**src/rtl/vec_wb_queue.sv**
```systemverilog
// Vector writeback queue: per-stream FIFOs for ALU and load results feeding the
// two register-file write ports, with write-after-write ordering on same-rd heads.
module vec_wb_queue #(
    parameter int unsigned XLEN_VEC    = 128,
    parameter int unsigned RFIDX_WIDTH = 5,
    parameter int unsigned DEPTH       = 4
) (
    input  logic                   clk,
    input  logic                   rst,
    input  logic                   alu_valid,
    output logic                   alu_ready,
    input  logic [RFIDX_WIDTH-1:0] alu_rd,
    input  logic [XLEN_VEC-1:0]    alu_data,
    input  logic                   lsu_valid,
    output logic                   lsu_ready,
    input  logic [RFIDX_WIDTH-1:0] lsu_rd,
    input  logic [XLEN_VEC-1:0]    lsu_data,
    output logic [1:0]             vwe,
    output logic [RFIDX_WIDTH-1:0] va5,
    output logic [RFIDX_WIDTH-1:0] va6,
    output logic [XLEN_VEC-1:0]    vwd1,
    output logic [XLEN_VEC-1:0]    vwd2,
    output logic                   idle
);

    localparam int unsigned AW = (DEPTH > 1) ? $clog2(DEPTH) : 1;
    localparam int unsigned PW = AW + 1;
    localparam int unsigned SW = 4;
    localparam logic [PW-1:0] FULL_DIFF = {1'b1, {AW{1'b0}}};

    // FIFO storage: destination, data and sequence stamp per entry
    logic [RFIDX_WIDTH-1:0] alu_rd_mem  [DEPTH];
    logic [XLEN_VEC-1:0]    alu_dat_mem [DEPTH];
    logic [SW-1:0]          alu_seq_mem [DEPTH];
    logic [RFIDX_WIDTH-1:0] lsu_rd_mem  [DEPTH];
    logic [XLEN_VEC-1:0]    lsu_dat_mem [DEPTH];
    logic [SW-1:0]          lsu_seq_mem [DEPTH];

    logic [PW-1:0]          alu_wp_q, alu_wp_d, alu_rp_q, alu_rp_d;
    logic [PW-1:0]          lsu_wp_q, lsu_wp_d, lsu_rp_q, lsu_rp_d;
    logic [SW-1:0]          seq_q, seq_d;
    logic [1:0]             vwe_q, vwe_d;
    logic [RFIDX_WIDTH-1:0] va5_q, va5_d, va6_q, va6_d;
    logic [XLEN_VEC-1:0]    vwd1_q, vwd1_d, vwd2_q, vwd2_d;

    logic                   alu_empty, alu_full, lsu_empty, lsu_full;
    logic                   alu_push, lsu_push, alu_pop, lsu_pop;
    logic [SW-1:0]          lsu_stamp;
    logic [RFIDX_WIDTH-1:0] alu_h_rd, lsu_h_rd;
    logic [XLEN_VEC-1:0]    alu_h_dat, lsu_h_dat;
    logic [SW-1:0]          alu_h_seq, lsu_h_seq, seq_diff;
    logic                   conflict, alu_older;

    assign alu_empty = (alu_wp_q == alu_rp_q);
    assign lsu_empty = (lsu_wp_q == lsu_rp_q);
    assign alu_full  = ((alu_wp_q ^ alu_rp_q) == FULL_DIFF);
    assign lsu_full  = ((lsu_wp_q ^ lsu_rp_q) == FULL_DIFF);

    assign alu_ready = !rst && !alu_full;
    assign lsu_ready = !rst && !lsu_full;
    assign alu_push  = alu_valid && alu_ready;
    assign lsu_push  = lsu_valid && lsu_ready;
    // Same-cycle accepts: ALU takes the older stamp
    assign lsu_stamp = seq_q + SW'(alu_push);

    assign alu_h_rd  = alu_rd_mem[alu_rp_q[AW-1:0]];
    assign alu_h_dat = alu_dat_mem[alu_rp_q[AW-1:0]];
    assign alu_h_seq = alu_seq_mem[alu_rp_q[AW-1:0]];
    assign lsu_h_rd  = lsu_rd_mem[lsu_rp_q[AW-1:0]];
    assign lsu_h_dat = lsu_dat_mem[lsu_rp_q[AW-1:0]];
    assign lsu_h_seq = lsu_seq_mem[lsu_rp_q[AW-1:0]];

    // ALU head is older when the modular distance to the LSU head is 1..7
    assign seq_diff  = lsu_h_seq - alu_h_seq;
    assign alu_older = (seq_diff != '0) && !seq_diff[SW-1];
    assign conflict  = !alu_empty && !lsu_empty && (alu_h_rd == lsu_h_rd)
                       && (alu_h_rd != '0);

    // Drain decision, pointer/stamp updates and next output register values
    always_comb begin
        alu_pop  = 1'b0;
        lsu_pop  = 1'b0;
        alu_wp_d = alu_wp_q;
        alu_rp_d = alu_rp_q;
        lsu_wp_d = lsu_wp_q;
        lsu_rp_d = lsu_rp_q;
        seq_d    = seq_q;
        vwe_d    = 2'b00;
        va5_d    = va5_q;
        va6_d    = va6_q;
        vwd1_d   = vwd1_q;
        vwd2_d   = vwd2_q;

        if (conflict) begin
            alu_pop = alu_older;
            lsu_pop = !alu_older;
        end else begin
            alu_pop = !alu_empty;
            lsu_pop = !lsu_empty;
        end

        alu_wp_d = alu_wp_q + PW'(alu_push);
        lsu_wp_d = lsu_wp_q + PW'(lsu_push);
        alu_rp_d = alu_rp_q + PW'(alu_pop);
        lsu_rp_d = lsu_rp_q + PW'(lsu_pop);
        seq_d    = seq_q + SW'(alu_push) + SW'(lsu_push);

        if (alu_pop) begin
            vwe_d[0] = (alu_h_rd != '0);
            va5_d    = alu_h_rd;
            vwd1_d   = alu_h_dat;
        end
        if (lsu_pop) begin
            vwe_d[1] = (lsu_h_rd != '0);
            va6_d    = lsu_h_rd;
            vwd2_d   = lsu_h_dat;
        end
    end

    // FIFO entry storage; contents are don't-care until written
    always_ff @(posedge clk) begin
        if (alu_push) begin
            alu_rd_mem[alu_wp_q[AW-1:0]]  <= alu_rd;
            alu_dat_mem[alu_wp_q[AW-1:0]] <= alu_data;
            alu_seq_mem[alu_wp_q[AW-1:0]] <= seq_q;
        end
        if (lsu_push) begin
            lsu_rd_mem[lsu_wp_q[AW-1:0]]  <= lsu_rd;
            lsu_dat_mem[lsu_wp_q[AW-1:0]] <= lsu_data;
            lsu_seq_mem[lsu_wp_q[AW-1:0]] <= lsu_stamp;
        end
    end

    // Control and output registers
    always_ff @(posedge clk) begin
        if (rst) begin
            alu_wp_q <= '0;
            alu_rp_q <= '0;
            lsu_wp_q <= '0;
            lsu_rp_q <= '0;
            seq_q    <= '0;
            vwe_q    <= 2'b00;
            va5_q    <= '0;
            va6_q    <= '0;
            vwd1_q   <= '0;
            vwd2_q   <= '0;
        end else begin
            alu_wp_q <= alu_wp_d;
            alu_rp_q <= alu_rp_d;
            lsu_wp_q <= lsu_wp_d;
            lsu_rp_q <= lsu_rp_d;
            seq_q    <= seq_d;
            vwe_q    <= vwe_d;
            va5_q    <= va5_d;
            va6_q    <= va6_d;
            vwd1_q   <= vwd1_d;
            vwd2_q   <= vwd2_d;
        end
    end

    assign vwe  = vwe_q;
    assign va5  = va5_q;
    assign va6  = va6_q;
    assign vwd1 = vwd1_q;
    assign vwd2 = vwd2_q;
    assign idle = alu_empty && lsu_empty && (vwe_q == 2'b00);

endmodule

```
**config.mk**
```make
export PLATFORM = sky130hd
export DESIGN_NAME = vec_wb_queue
export DESIGN_NICKNAME = d
export VERILOG_FILES = /design/src/rtl/vec_wb_queue.sv
export SDC_FILE = /design/constraint.sdc
export NUM_CORES = 1
export LEC_CHECK = 0
export ABC_AREA = 0
export CAP_MARGIN = 20
export CORE_ASPECT_RATIO = 1.2
export CORE_MARGIN = 3
export CORE_UTILIZATION = 45
export DETAILED_ROUTE_END_ITERATION = 12
export PLACE_DENSITY = 0.66
export SLEW_MARGIN = 20
export SYNTH_ARGS = -nofsm -noshare
export SYNTH_HDL_FRONTEND = slang
export SYNTH_SLANG_ARGS = --single-unit
```
**constraint.sdc**
```tcl
create_clock -name clk -period 17.5 [get_ports clk]
set_clock_uncertainty 0.15 [all_clocks]
set_input_delay 3.5 -clock clk [delete_from_list [all_inputs] [get_ports clk]]
set_output_delay 3.5 -clock clk [all_outputs]
set_load 0.05 [all_outputs]
```
Word level (Yosys, flattened, before mapping)
Memory sizes are Yosys's and may differ from the RTL's. A register that Yosys moved wholly into a read port is not among the register bits. Cells that the tools add are included.

Memories: 6. RAM bits: 1096. Register bits: 28. Bits of input ports: 270.

Bitwise gates (word level): 4. Equality and inequality tests: 5. Mux-type cells: 10. $add $sub $neg: 7. Reduce and logical (&&, ||, !) cells: 23.

Memory list: alu_dat_mem (words 4, bits a word 128, rd ports 1, clocked after memory_dff 1, write ports 1, line 33) `logic [XLEN_VEC-1:0] alu_dat_mem [DEPTH];`; lsu_dat_mem (words 4, bits a word 128, rd ports 1, clocked after memory_dff 1, write ports 1, line 36) `logic [XLEN_VEC-1:0] lsu_dat_mem [DEPTH];`; alu_rd_mem (words 4, bits a word 5, rd ports 1, clocked after memory_dff 1, write ports 1, line 32) `logic [RFIDX_WIDTH-1:0] alu_rd_mem [DEPTH];`; lsu_rd_mem (words 4, bits a word 5, rd ports 1, clocked after memory_dff 1, write ports 1, line 35) `logic [RFIDX_WIDTH-1:0] lsu_rd_mem [DEPTH];`; alu_seq_mem (words 4, bits a word 4, rd ports 1, clocked after memory_dff 1, write ports 1, line 34) `logic [SW-1:0] alu_seq_mem [DEPTH];`; lsu_seq_mem (words 4, bits a word 4, rd ports 1, clocked after memory_dff 1, write ports 1, line 37) `logic [SW-1:0] lsu_seq_mem [DEPTH];`.

Operator list (number): adder 3 x 1 -> 3 bit (4); logical AND 1 bit (10); nonzero test 5 bit (2); adder 4 x 1 -> 4 bit (2); two-way mux 2 bit (4); zero test 1 bit (7); equality test 3 bit (2); equality test 3 bit, second input constant (2); two-way mux 1 bit (6); bitwise XOR 3 bit (2); equality test 5 bit (1); nonzero test 4 bit (1); OR reduction 2 bit (2); subtractor 4 bit (1); zero test 2 bit (1); inverter 1 bit (2).

Logic depth before layout (Yosys ltp)
Gate-level depths: netlist (run 1).

Depth after elaboration: 8. Depth in mapped cells: 19. Mapped depth without buffers: 14.

Worst setup path before layout (run 1)
No wires, ideal clock.

Path kind: input to register. Start: in rst. End: mem alu_dat_mem[2][0], enable pin. Arrival time: 14.684 ns. Library setup time: 0.830 ns. Stages: 4. Path slack: 1.837 ns. Cell sequence: clkbuf_1 a21oi_1 nand2_1 nor3b_1.

Longest elaborated chain between the ends: 5.

Ends and longest elaborated chain: start: declaration (line 9) `input logic rst,`; zero test 1 bit (line 59) `assign alu_ready = !rst && !alu_full;`; logical AND 1 bit (line 59); named net alu_ready (line 11) `output logic alu_ready,`; logical AND 1 bit (line 61) `assign alu_push = alu_valid && alu_ready;`; two-way mux 1 bit (line 122) `if (alu_push) begin`; two-way mux 1 bit (not written as such) (line 124) `alu_dat_mem[alu_wp_q[AW-1:0]] <= alu_data;`; end: declaration (line 33).

The timed path passes the listed nets, and every way through them passes these cells.

Worst setup path in the final report (run 1)
Start: in rst. End: out alu_ready.

Longest elaborated chain between the ends: 2.

Ends and longest elaborated chain (line): zero test 1 bit (59); logical AND 1 bit (59); end: declaration (11).

No other way between the ends.

==> results.md, run 1 <==
Run status:
- The run finished with clean final reports.

Detailed routing:
- The average vias per placed instance is 5.43.
- In the final routed layout, each cell accounts on average for 23.6 um.
- The pre-antenna-repair detailed-routing pass consisted of 7 iterations.
- After the first detailed-routing iteration, the DRC count stood at about 2,200.
- The overall via count from detail_route is ~27,000.
- Once detail routing completed, the nets flagged for antenna violations numbered 0.
- The number of remaining DRC errors is 0.
- Wires add up to roughly 120 mm.

Placed design:
- Detailed placement finished with a half-perimeter wire length of 67.2 mm.
- The cell count after placement is approximately 4,600.
- The weighted congestion reported at the end of routability-driven placement is ~0.75.
- The placed instances occupy a cell area of around 0.058 mm2.
- The pre-CTS worst setup slack is about 8.6 ns.
- Port buffering added 540 buffers.

Pwr:
- Summing internal, switching and leakage power gives around 9.9 mW.
- The proportion of total power due to net switching is between 30 and 40%.
- The switching power of the nets is 3.25 mW.
- The peak supply drop is approximately 0.14 mV.
- The clock network fraction of total power is 29.4%.
- The internal portion of the total power is 6.70 mW.
- Registers are responsible for between 40 and 50% of the overall power.
- The cell leakage power is between 20 and 25 nW.
- Dividing total power by cell area gives a power density of approximately 160 mW/mm2.
- The logic gate share of total power is 29.7%.

Worst setup path:
- The depth of the worst register-to-register path is 9.
- The worst register-to-register path begins at lsu_rp_q[0]$_SDFF_PP0_.
- The kind of critical path is in2out.
- Data on the critical path arrives at its endpoint at roughly 5.3 ns.
- STA classifies the critical path startpoint as an input pin.
- The slowest cell on the critical path is sky130_fd_sc_hd__clkdlybuf4s50_1.
- The number of buffers and inverters on the critical path is 2.
- The cell family contributing the most delay on the critical path is buffers and inverters.
- The largest single stage delay on the critical path is 0.93 ns.
- The data required time of the critical path is between 10 and 15 ns.
- Across all register-to-register paths, the minimum setup slack is around 12 ns.
- Of all nets on the critical path, the largest fanout is 75.
- The end of the worst register-to-register path is vwd2[57]$_SDFFE_PP0N_.
- Traced cell by cell, the critical path runs through buf_8 -> a21oi_1 -> clkdlybuf4s50_1.
- The critical path endpoint category is an output pin.

Synth:
- The cell area that synthesis handed to floorplanning was approximately 0.051 mm2.
- The cell type with the largest total area after synthesis is sky130_fd_sc_hd__edfxtp_1.
- The Yosys step of the flow raised 0 warnings.
- The number of enable flip-flop cells after synthesis is ~1,100.
- Ranked by total cell area, the synthesized netlist is headed by sky130_fd_sc_hd__edfxtp_1 (64%), sky130_fd_sc_hd__mux4_2 (12%), sky130_fd_sc_hd__dfxtp_1 (11%), sky130_fd_sc_hd__nand2b_1 (3.2%), sky130_fd_sc_hd__mux2i_1 (2.6%).
- After synthesis the netlist holds a flip-flop and latch count of about 1,400.
- Summed over its instances, the top area cell type makes up roughly 64% of the synthesized netlist area.
- The average instance in the mapped netlist occupies between 15 and 20 um2.
- Among all flip-flop cells after synthesis, the most frequent one is sky130_fd_sc_hd__edfxtp_1.
- The async set or reset register ratio after synthesis is 0%.
- The number of different library cells in the post-synthesis netlist is 37.
- The number of nets produced by synthesis is between 3,000 and 4,000.
- Sequential elements use 75.1% of the synthesized area.
- The cell count after synthesis is 2,733.

Die:
- The initial core utilization is between 40% and 50%.
- The total core area is between 0.1 and 0.15 mm2.
- The die outline area is 0.118 mm2.
- The die span in x is ~310 um.
- The top-level port count is roughly 540.
- The die is 376 um tall.
- The cell row count is around 140.

Clocking:
- The clock tree synthesis step divided the H-tree into 4 levels.
- The number of buffers inserted by hold repair at cts is 0.
- In this run, post-CTS repair resized a total of 0 instances.
- Counting along the longest clock path gives a buffer depth of 3.
- The buffers inserted during post-CTS setup optimization is 0.
- The clock-pin slew of the registers on the worst-case setup and hold paths is 0.06 ns.
- The clock reaches the later pin of the worst-skew pair after between 0.7 and 0.8 ns.
- The clock sink total is ~1,400.
- The number of CTS-inserted buffers is ~140.
- The clock root buffer is sky130_fd_sc_hd__clkbuf_16.
- The TritonCTS clock tree is done.

Finish:
- After routing the design area is roughly 0.063 mm2.
- The post-route netlist has 15.6% of its cells at a drive strength greater than 1.
- The total number of nets in the final design is approximately 3,600.
- The layout-stage area growth over the synthesis result is 22.2%.
- Excluding fillers, the count of instances in the completed layout stands at around 4,900.
- Measured on the finished design, the core utilization comes to a little under three fifths.
- Counting the fill cells in the layout gives around 8,700.

GRT:
- Global routing used 25.3% of the available met1 tracks.
- Entering global routing, the biggest net connects 138 pins.
- The total track usage is 19.5%.
- The wire length of the first global-routing pass is ~170 mm.
- The initial antenna violation count is 34.
- The via count of the first global-routing pass was 28,000.
- The layer flagged by global routing as most heavily used is met2.
- The global-route track usage on met2 is between 30% and 40%.
- The met3 capacity usage during global routing is 6.02%.
- The sum of overflow across all layers after global routing is 0.

Timing:
- The final sum of negative setup slack is 0 ns.
- Final hold analysis gives a worst-case slack of approximately 0.32 ns.
- Counting I/O delays and the setup requirement, the final critical path takes ~8.9 ns.
- Static timing analysis puts the maximum clock frequency at 0.112 GHz.
- The share of the cycle needed by the critical path after routing is slightly above 50%.
- In the post-route analysis, the smallest setup slack over all paths is 8.58 ns.
- The number of failing hold endpoints at the final stage is 0.
- The count of pins over their slew limit is 0.
- Setup repair after global routing left no endpoint under its margin.
- Measured against its own limit, the worst slew margin works out to between 20% and 30%.
- For the pin with the worst max-slew slack, the measured transition is around 1.1 ns.
- The setup violation total in the final timing report is 0.

Min path:
- The min-delay analysis places its worst path in the category reg2reg.
- The worst hold path begins at vwd1[79]$_SDFFE_PP0N_.
- The capture endpoint of the worst hold path is vwd1[79]$_SDFFE_PP0N_.
- Along the worst hold path, the cell count comes to 2.

Flow run:
- The count of max-cap constraint violations is 0.
## cell families after synthesis
| group | after synthesis | share of synthesized area, % |
|---|---|---|
| mux | 407 | 14.6 |
| flops | 1380 | 75.1 |
| simple gates | 449 | 5.05 |
| buf+inv | 187 | 1.73 |
| fa+ha+maj | 16 | 0.404 |
| xor+xnor | 21 | 0.385 |
| compound gates | 273 | 2.68 |
## cell usage after synthesis, drive strengths merged, types with 2 or more instances
cell type	n
edfxtp	1096
dfxtp	284
mux4	274
nand2b	266
a21oi	137
nand3	136
mux2i	133
o21ai	133
clkbuf	111
buf	68
ha	15
nor2	13
nor2b	10
xnor2	10
xor2	10
inv	8
nand2	7
nor3	7
and3	2
nor3b	2
## tightest hold or removal path: cells and delay by family, from the launching register on
family / cells / cell delay [ns]
and+or+nand+nor: 1 / 0.06
DFF: 1 / 0.31
muxes: 1 / 0.06
## worst max path at each step
stage                     start                           to  slack, ns  cells past startpoint
final                       rst                    alu_ready       8.58                      3
after global routing        rst                    alu_ready       8.54                      3
after CTS                   rst                    alu_ready       8.57                      3
after detailed placement    rst                    alu_ready       8.58                      3
after global placement      rst                    alu_ready       8.60                      3
after floorplan             rst  alu_dat_mem[2][0]$_DFFE_PP_       1.84                      4
## state kept, by name, indices dropped and copies added, names as in the netlist, 4 cells and up
register	cells
alu_dat_mem	512
lsu_dat_mem	512
vwd1	128
vwd2	128
alu_rd_mem	20
lsu_rd_mem	20
alu_seq_mem	16
lsu_seq_mem	16
va5	5
va6	5
seq_q	4
## power by group through the flow
| stage | registers (mW) | clock network, mW | logic, mW |
|---|---|---|---|
| finish | 4.08 | 2.92 | 2.95 |
| global route | 4.11 | 3.12 | 3.12 |
| CTS | 4.09 | 3.00 | 2.99 |
| detailed placement | 4.15 | 0 | 2.98 |
| global placement | 4.14 | 0 | 2.95 |
| floorplan | 4.89 | 0 | 1.27 |
## cells in the final DEF, fill, tap and decap left out, drive strengths merged
cell type | netlist | final
nand2b | 266 | 266
and3 | 2 | 2
a311oi | 1 | 1
inv | 8 | 15
ha | 15 | 15
nor4 | 1 | 1
and4 | 1 | 1
fa | 1 | 1
clkinvlp | 0 | 4
dfxtp | 284 | 284
o21ai | 133 | 133
diode | 0 | 18
nand2 | 7 | 7
a41o | 1 | 1
nor2b | 10 | 10
edfxtp | 1096 | 1096
or3 | 1 | 1
nor2 | 13 | 13
clkbuf | 111 | 207
bufinv | 0 | 8
xor2 | 10 | 10
mux4 | 274 | 274
mux2i | 133 | 133
buf | 68 | 33
nand3 | 136 | 136
nand3b | 1 | 1
xnor3 | 1 | 1
clkdlybuf4s50 | 0 | 539
nor3b | 2 | 2
a21o | 1 | 1
or4 | 1 | 1
xnor2 | 10 | 10
clkinv | 0 | 30
a21oi | 137 | 137
nand4 | 1 | 1
nor3 | 7 | 7
## final cells by class
type | count | area (um2) | area share, %
Tap cell | 1507 | 1890 | 3.00
Multi-Input combinational cell | 1166 | 11900 | 19.0
Antenna cell | 18 | 45.0 | 0.0718
Clock inverter | 49 | 502 | 0.799
Inverter | 8 | 30.0 | 0.0478
Timing Repair Buffer | 572 | 5710 | 9.10
Clock buffer | 207 | 4030 | 6.42
Sequential cell | 1380 | 38600 | 61.5
## routing by layer
layer  routed length [um]  up-vias
li1                     -    11800
met1                47000    13800
met2                56600      823
met3                 9390      191
met4                 2820       30
met5                  191        -
No activity file was read; power rests on OpenSTA's default activity.
==> run 2: changes to the inputs <==
==> constraint.sdc (replaced) <==
create_clock -name clk -period 8.66 [get_ports clk]
set_clock_uncertainty 0.15 [all_clocks]
set_input_delay 1.732 -clock clk [delete_from_list [all_inputs] [get_ports clk]]
set_output_delay 1.732 -clock clk [all_outputs]
set_load 0.05 [all_outputs]
==> results.md, run 2 (same netlist as run 1, synthesis figures left out) <==
Run status:
- The flow ran to the end, and the final reports show no timing, DRC or antenna violations.

Placed design:
- The pre-CTS worst setup slack is ~3.2 ns.
- The cell count after placement is around 4,600.
- The cell area after placement is 0.0582 mm2.
- The congestion estimate from routability-driven global placement came to roughly 0.76.
- The detailed-placement wirelength estimate is approximately 67 mm.
- The port buffer count is 540.

Timing:
- The count of pins over their slew limit is 0.
- Subtracting the final worst setup slack from the clock period gives roughly 5.9 ns.
- Setup repair after global routing left no endpoint under its margin.
- The setup violation total in the final timing report is 0.
- For this run, the top clock speed supported by timing is roughly 0.17 GHz.
- The worst hold-check slack is around 0.33 ns.
- The final critical path takes up roughly two thirds of the cycle.
- In the post-route analysis, the smallest setup slack over all paths is around 2.8 ns.
- The number of failing hold endpoints at the final stage is 0.
- The final sum of negative setup slack is 0 ns.
- The normalized max-slew margin is ~11%.
- For the pin with the worst max-slew slack, the measured transition is around 1.3 ns.

Clocking:
- The H-tree was split into 4 levels.
- The TritonCTS clock tree is done.
- Once the clock tree was built, the resizer swapped 0 gates to a different size.
- The tree is rooted in a sky130_fd_sc_hd__clkbuf_16.
- The number of CTS-inserted buffers is around 140.
- The tree built by TritonCTS fans out to between 1,000 and 1,500 sinks.
- The number of buffers inserted by hold repair at cts is 0.
- The later pin in the worst-skew pair is clocked with a latency of ~0.76 ns.
- The clock-pin slew of the registers on the worst-case setup and hold paths is approximately 0.06 ns.
- The buffers inserted during post-CTS setup optimization is 0.
- The clock passes through at most 3 buffers.

Die:
- The die outline area is ~0.12 mm2.
- The die span in x is about 310 um.
- The top-level port count is approximately 540.
- The region available for standard cell placement spans around 0.11 mm2.
- The floorplan has between 100 and 150 rows.
- The initial core utilization is between 40% and 50%.
- The height of the die is between 300 and 400 um.

Finish:
- The most frequent standard cell in the layout excluding fill and tap cells is sky130_fd_sc_hd__edfxtp_1.
- In the final layout, the multi-input gates occupy between 0.01 and 0.015 mm2.
- The layout-stage area growth over the synthesis result is 22.2%.
- The number of fill cells in the layout is about 8,600.
- Once layout is done, the placed cells without fillers occupy between 0.06 and 0.07 mm2.
- The sequential cell area is a little under 0.04 mm2.
- In the final layout, the share of cells above drive strength 1 is between 10% and 20%.
- The total number of nets in the final design is 3,553.
- The count of placed standard cells in the final layout, fillers left out is 4,902.
- Leaving out fill and tap cells, the most frequent cells in the layout are sky130_fd_sc_hd__edfxtp_1 (1,096), sky130_fd_sc_hd__clkdlybuf4s50_1 (539), sky130_fd_sc_hd__dfxtp_1 (280), sky130_fd_sc_hd__mux4_2 (274), sky130_fd_sc_hd__nand2b_1 (266).

Min path:
- The worst hold path was traced through 2 stages.
- The worst hold path begins at vwd1[87]$_SDFFE_PP0N_.
- The path category of the worst min-delay check is reg2reg.
- For hold timing, the worst endpoint is vwd1[87]$_SDFFE_PP0N_.

Worst setup path:
- Data on the critical path is required at its endpoint by 6.78 ns.
- The worst-case register-to-register setup slack is 3.59 ns.
- The critical path endpoint category is an output pin.
- The number of cells on the worst reg-to-reg path is 8.
- The critical path startpoint category is a register.
- The kind of critical path is reg2out.
- The reg-to-reg startpoint is lsu_rp_q[0]$_SDFF_PP0_.
- In this run the worst path has a maximum fanout of 66.
- The worst register-to-register path ends at vwd2[124]$_SDFFE_PP0N_.
- Data arrives at the worst endpoint at approximately 4.0 ns.

Detailed routing:
- Dividing the detail-routed via count by the number of cells gives approximately 5.5.
- The final routed wire length divided by cell count is about 24 um.
- The count of TritonRoute iterations in the first routing pass is 5.
- For this block, the initial DRC count from the detailed router was around 2,300.
- The number of remaining DRC errors is 0.
- The overall via count from detail_route is around 27,000.
- The sum of routed wire length over all layers is around 120 mm.
- The detail route stage leaves a number of antenna-violating nets equal to 0.

GRT:
- The sum of overflow across all layers after global routing is 0.
- The initial antenna violation count is 21.
- The via count of the first global-routing pass is 28,200.
- The wire length of the first global-routing pass is 176 mm.
- The largest net degree at the start of global routing is ~140.
- Global routing used 19.7% of the available tracks.

Pwr:
- The cell leakage power is between 20 and 25 nW.
- Power spread over the standard cell area amounts to 319 mW/mm2.
- The peak supply drop is 0.352 mV.

Flow run:
- Max-cap violations in this run came to 0.
==> run 2: cell types whose count changed in the layout (fill, tap and decap cells not counted), moves of 3 or more <==
cell,change
sky130_fd_sc_hd__clkbuf_1,-7
sky130_fd_sc_hd__clkbuf_8,+5
sky130_fd_sc_hd__diode_2,-5
sky130_fd_sc_hd__clkbuf_16,-4
sky130_fd_sc_hd__buf_6,+3
sky130_fd_sc_hd__bufinv_16,-3
==> run 2: critical path, cell delays in order (launching register included) <==
cell and delay, ns:
sky130_fd_sc_hd__dfxtp_4 0.92, sky130_fd_sc_hd__xor2_1 0.24, sky130_fd_sc_hd__nor3_2 0.20, sky130_fd_sc_hd__buf_4 0.61
sky130_fd_sc_hd__nand2_1 0.14, sky130_fd_sc_hd__nor3_1 0.24, sky130_fd_sc_hd__clkdlybuf4s50_1 0.85
==> run 2: per-layer routing <==
layer / vias up / share of wire [%] / routed length [um] / global-route usage [%]
met5: - / 0.12 / 135 / 0
met4: 18 / 2.2 / 2540 / 5.99
met3: 174 / 7.8 / 9110 / 5.44
met2: 902 / 49 / 57100 / 31.9
met1: 13900 / 41 / 47100 / 26.1
li1: 11800 / - / - / -
==> run 2: final cells by class <==
class / instances / share of cell area (%)
Antenna cell: 13 / 0.0518
Clock buffer: 201 / 6.33
Multi-Input combinational cell: 1166 / 19.1
Inverter: 8 / 0.0478
Sequential cell: 1380 / 61.5
Clock inverter: 52 / 0.843
Timing Repair Buffer: 575 / 9.14
Tap cell: 1507 / 3.00
==> run 2: worst max-delay path by stage <==
stage,start,end,slack [ns]
6_report,lsu_rp_q[0]$_SDFF_PP0_,idle,2.79
2_1_floorplan,rst,lsu_dat_mem[2][0]$_DFFE_PP_,-0.44
3_5_place_dp,lsu_rp_q[0]$_SDFF_PP0_,vwd2[124]$_SDFFE_PP0N_,3.24
4_1_cts,lsu_rp_q[0]$_SDFF_PP0_,idle,2.65
3_3_place_gp,lsu_rp_q[0]$_SDFF_PP0_,vwd2[119]$_SDFFE_PP0N_,3.29
5_1_grt,lsu_rp_q[0]$_SDFF_PP0_,idle,2.44
==> run 2: metrics by stage <==
stage | utilization, % | total power [mW]
2_1_floorplan | - | 12.4
4_1_cts | 55.5 | 20.3
5_1_grt | 55.5 | 20.9
6_report | 55.5 | 20.0
3_3_place_gp | 51.5 | 14.3
3_5_place_dp | 51.5 | 14.4
==> run 2: where the power goes <==
| group | internal [mW] | leakage [nW] | switching, mW | total (mW) |
|---|---|---|---|---|
| sequential | 7.79 | 12.3 | 0.488 | 8.28 |
| combinational | 2.28 | 5.98 | 3.64 | 5.92 |
| clock | 3.36 | 2.19 | 2.47 | 5.83 |
| total | 13.4 | 20.5 | 6.60 | 20.0 |
==> run 3: changes to the inputs <==
==> constraint.sdc (replaced) <==
create_clock -name clk -period 5.9 [get_ports clk]
set_clock_uncertainty 0.15 [all_clocks]
set_input_delay 1.18 -clock clk [delete_from_list [all_inputs] [get_ports clk]]
set_output_delay 1.18 -clock clk [all_outputs]
set_load 0.05 [all_outputs]
==> results.md, run 3 (same netlist as run 1, synthesis figures left out) <==
Run status:
- The run finished with clean final reports.

Worst setup path:
- The highest cell delay on the worst timing path is 0.85 ns.
- Among all stages on the critical path, the largest delay is contributed by sky130_fd_sc_hd__clkdlybuf4s50_1.
- STA classifies the critical path startpoint as a register.
- The data required time of the critical path is 4.57 ns.
- The critical path arrival is roughly 3.5 ns.
- The most prevalent standard cell on the critical path is sky130_fd_sc_hd__nor3_1.
- The number of buffer and inverter instances along the worst setup path is 1.
- Of all nets on the critical path, the largest fanout is 6.
- STA classifies the critical path endpoint as an output pin.
- The cell family contributing the most delay on the critical path is simple AND/OR/NAND/NOR gates.
- The critical path is of the reg2out type.
- The signal on the critical path passes through xor2_1 -> nor3_1 -> nand2_1 -> nor3_1 -> clkdlybuf4s50_1.

Timing:
- The count of pins over their slew limit is 0.
- The normalized max-slew margin is a little over a fifth.
- The clock period minus final worst setup slack is 4.83 ns.
- The share of the cycle needed by the critical path after routing is about four fifths.
- Setup repair after global routing left no endpoint under its margin.
- The number of failing hold endpoints at the final stage came to 0.
- The setup violation total in the final timing report is 0.
- Static timing analysis puts the maximum clock frequency at approximately 0.21 GHz.
- For the pin with the worst max-slew slack, the measured transition is about 1.2 ns.

Clocking:
- The tree is rooted in a sky130_fd_sc_hd__clkbuf_16.
- The insertion delay of the later-clocked pin in the worst-skew pair is around 0.76 ns.
- The count of instances resized after the clock tree is built is 0.
- The number of CTS-inserted buffers is between 100 and 150.
- The number of buffers between clock root and the deepest sink is 3.
- The level count of the clock H-tree is 4.
- The clock drives between 1,000 and 1,500 sinks.
- TritonCTS built the clock tree.
- The number of buffers inserted by hold repair at cts is 0.
- The buffers inserted during post-CTS setup optimization is 0.
- After clock tree synthesis, the clock-pin slew on the worst setup and hold paths is 0.06 ns.

Pwr:
- The logic gate share of total power is between 20 and 30%.
- Net switching is between 30 and 40% of the power.
- For this design the total switching power over the nets is between 9 and 10 mW.
- The overall power is around 30 mW.
- The internal power contribution is around 20 mW.
- The clock network is responsible for between 20% and 30% of the overall power.
- In this run the static leakage power is ~20 nW.
- The power density relative to cell area is between 400 and 500 mW/mm2.
- The worst-case IR drop observed on VDD is roughly 0.47 mV.
- The portion of total power attributed to sequential cells is 40.9%.

GRT:
- The via count of the first global-routing pass is 28,000.
- The sum of overflow across all layers after global routing is 0.
- Global routing used around 20% of the available tracks.
- The initial antenna violation count is 29.
- The first global-routing pass estimated between 150 and 200 mm of wire.
- Entering global routing, the biggest net connects roughly 140 pins.

Die:
- The height of the die is roughly 380 um.
- The total core area is ~0.11 mm2.
- The die outline area is 0.118 mm2.
- For this configuration, the core starts out at a cell density of between 40 and 50%.
- Measured along the x axis, the die boundary spans 314 um.
- The top-level port count is between 500 and 600.
- After floorplanning, the core was divided into ~140 placement rows.

Finish:
- The utilization of the core after routing is between 50% and 60%.
- The post-route netlist has between 10% and 20% of its cells at a drive strength greater than 1.
- The layout-stage area growth over the synthesis result is 22.7%.
- Leaving out fill and tap cells, the most frequent cell in the layout is sky130_fd_sc_hd__edfxtp_1.
- The finished cells cover roughly 0.063 mm2.
- The total number of nets in the final design is 3,566.
- Counting the fill cells in the layout gives roughly 8,500.
- The library cells used most frequently in the layout, excluding fill and tap cells, are sky130_fd_sc_hd__edfxtp_1 (1,096), sky130_fd_sc_hd__clkdlybuf4s50_1 (539), sky130_fd_sc_hd__dfxtp_1 (280), sky130_fd_sc_hd__mux4_2 (274), sky130_fd_sc_hd__nand2b_1 (266).

Placed design:
- The count of buffers added on input and output ports is 540.
- Routability-driven placement finished with a final weighted congestion of roughly 0.78.
- The detailed-placement wirelength estimate is 67.4 mm.
- The placed instances occupy a cell area of between 0.05 and 0.06 mm2.

Detailed routing:
- In this run the top signal layer used is met5.
- The routed length on met1 is 46.0 mm.
- The remaining antenna violation count after routing is 0.
- The count of TritonRoute iterations in the first routing pass is 6.
- The detailed-routed wire length on met3 is about 10 mm.
- The final routed wire length divided by cell count is 23.5 um.
- For this block, the initial DRC count from the detailed router was between 1,500 and 2,000.
- Wire segments on met2 add up to 56.6 mm in the final route.
- Using the TritonRoute via totals, the vias-per-cell ratio works out to between 5 and 6.
- For this block, the routed nets add up to about 120 mm of wire.
- Across all layers, the routed design uses between 20,000 and 30,000 vias.
- For this run, design rule violations remaining after detail routing come to 0.

Min path:
- The path category of the worst min-delay check is reg2reg.

Flow run:
- Across the run, the number of max-cap violations was 0.
run 3: layout make-up:
type	count	area, um2	area share, %
tap	1507	1890	2.99
clock buffer	180	3810	6.04
clock inverter	73	726	1.15
sequential	1380	38600	61.3
multi-input combinational	1166	12000	19.0
timing repair buffer	586	5900	9.37
inverter	8	30.0	0.0477
antenna	14	35.0	0.0556
run 3: path summary, 6_finish.rpt:
path / to / slack, ns / cells past startpoint / start
worst min register to register: vwd2[119]$_SDFFE_PP0N_ / 0.32 / 2 / vwd2[119]$_SDFFE_PP0N_
worst max-delay path: idle / 1.07 / 5 / alu_wp_q[0]$_SDFF_PP0_
worst max register to register: vwd1[65]$_SDFFE_PP0N_ / 1.60 / 9 / lsu_rp_q[1]$_SDFF_PP0_
worst min-delay path: vwd2[119]$_SDFFE_PP0N_ / 0.32 / 2 / vwd2[119]$_SDFFE_PP0N_
run 3: power groups by stage:
stage,combinational [mW],sequential (mW),clock [mW]
floorplan,3.77,14.5,0
global placement,8.75,12.3,0
detailed placement,8.85,12.3,0
CTS,8.88,12.1,8.90
global route,9.27,12.2,9.28
finish,8.77,12.1,8.68
run 3: worst register-to-register path: cells and delay by family, from the launching register on:
family | cells | cell delay, ns
xor+xnor | 1 | 0.40
mux | 2 | 1.13
buf+inv | 1 | 0.48
simple gates | 1 | 0.13
fa+ha+maj | 1 | 0.29
compound gates | 3 | 0.73
flops | 1 | 0.91
run 3: stage by stage:
stage / instances / setup TNS, ns / worst slack [ns] / hold slack, ns
after detailed placement: 4646 / 0 / 1.54 / 0.317
after global placement: 4646 / 0 / 1.59 / 0.310
final: 4914 / 0 / 1.07 / 0.324
after floorplan: 2733 / -3.66 / -0.0153 / 0.317
after CTS: 4899 / 0 / 1.02 / 0.327
after global routing: 4905 / 0 / 0.945 / 0.343
run 3: routing by layer:
layer  vias to the layer above  GRT usage (%)
met5                         -              0
met1                     13700           25.1
met4                        28           6.14
met2                       874           31.9
li1                      11800              -
met3                       206           6.27
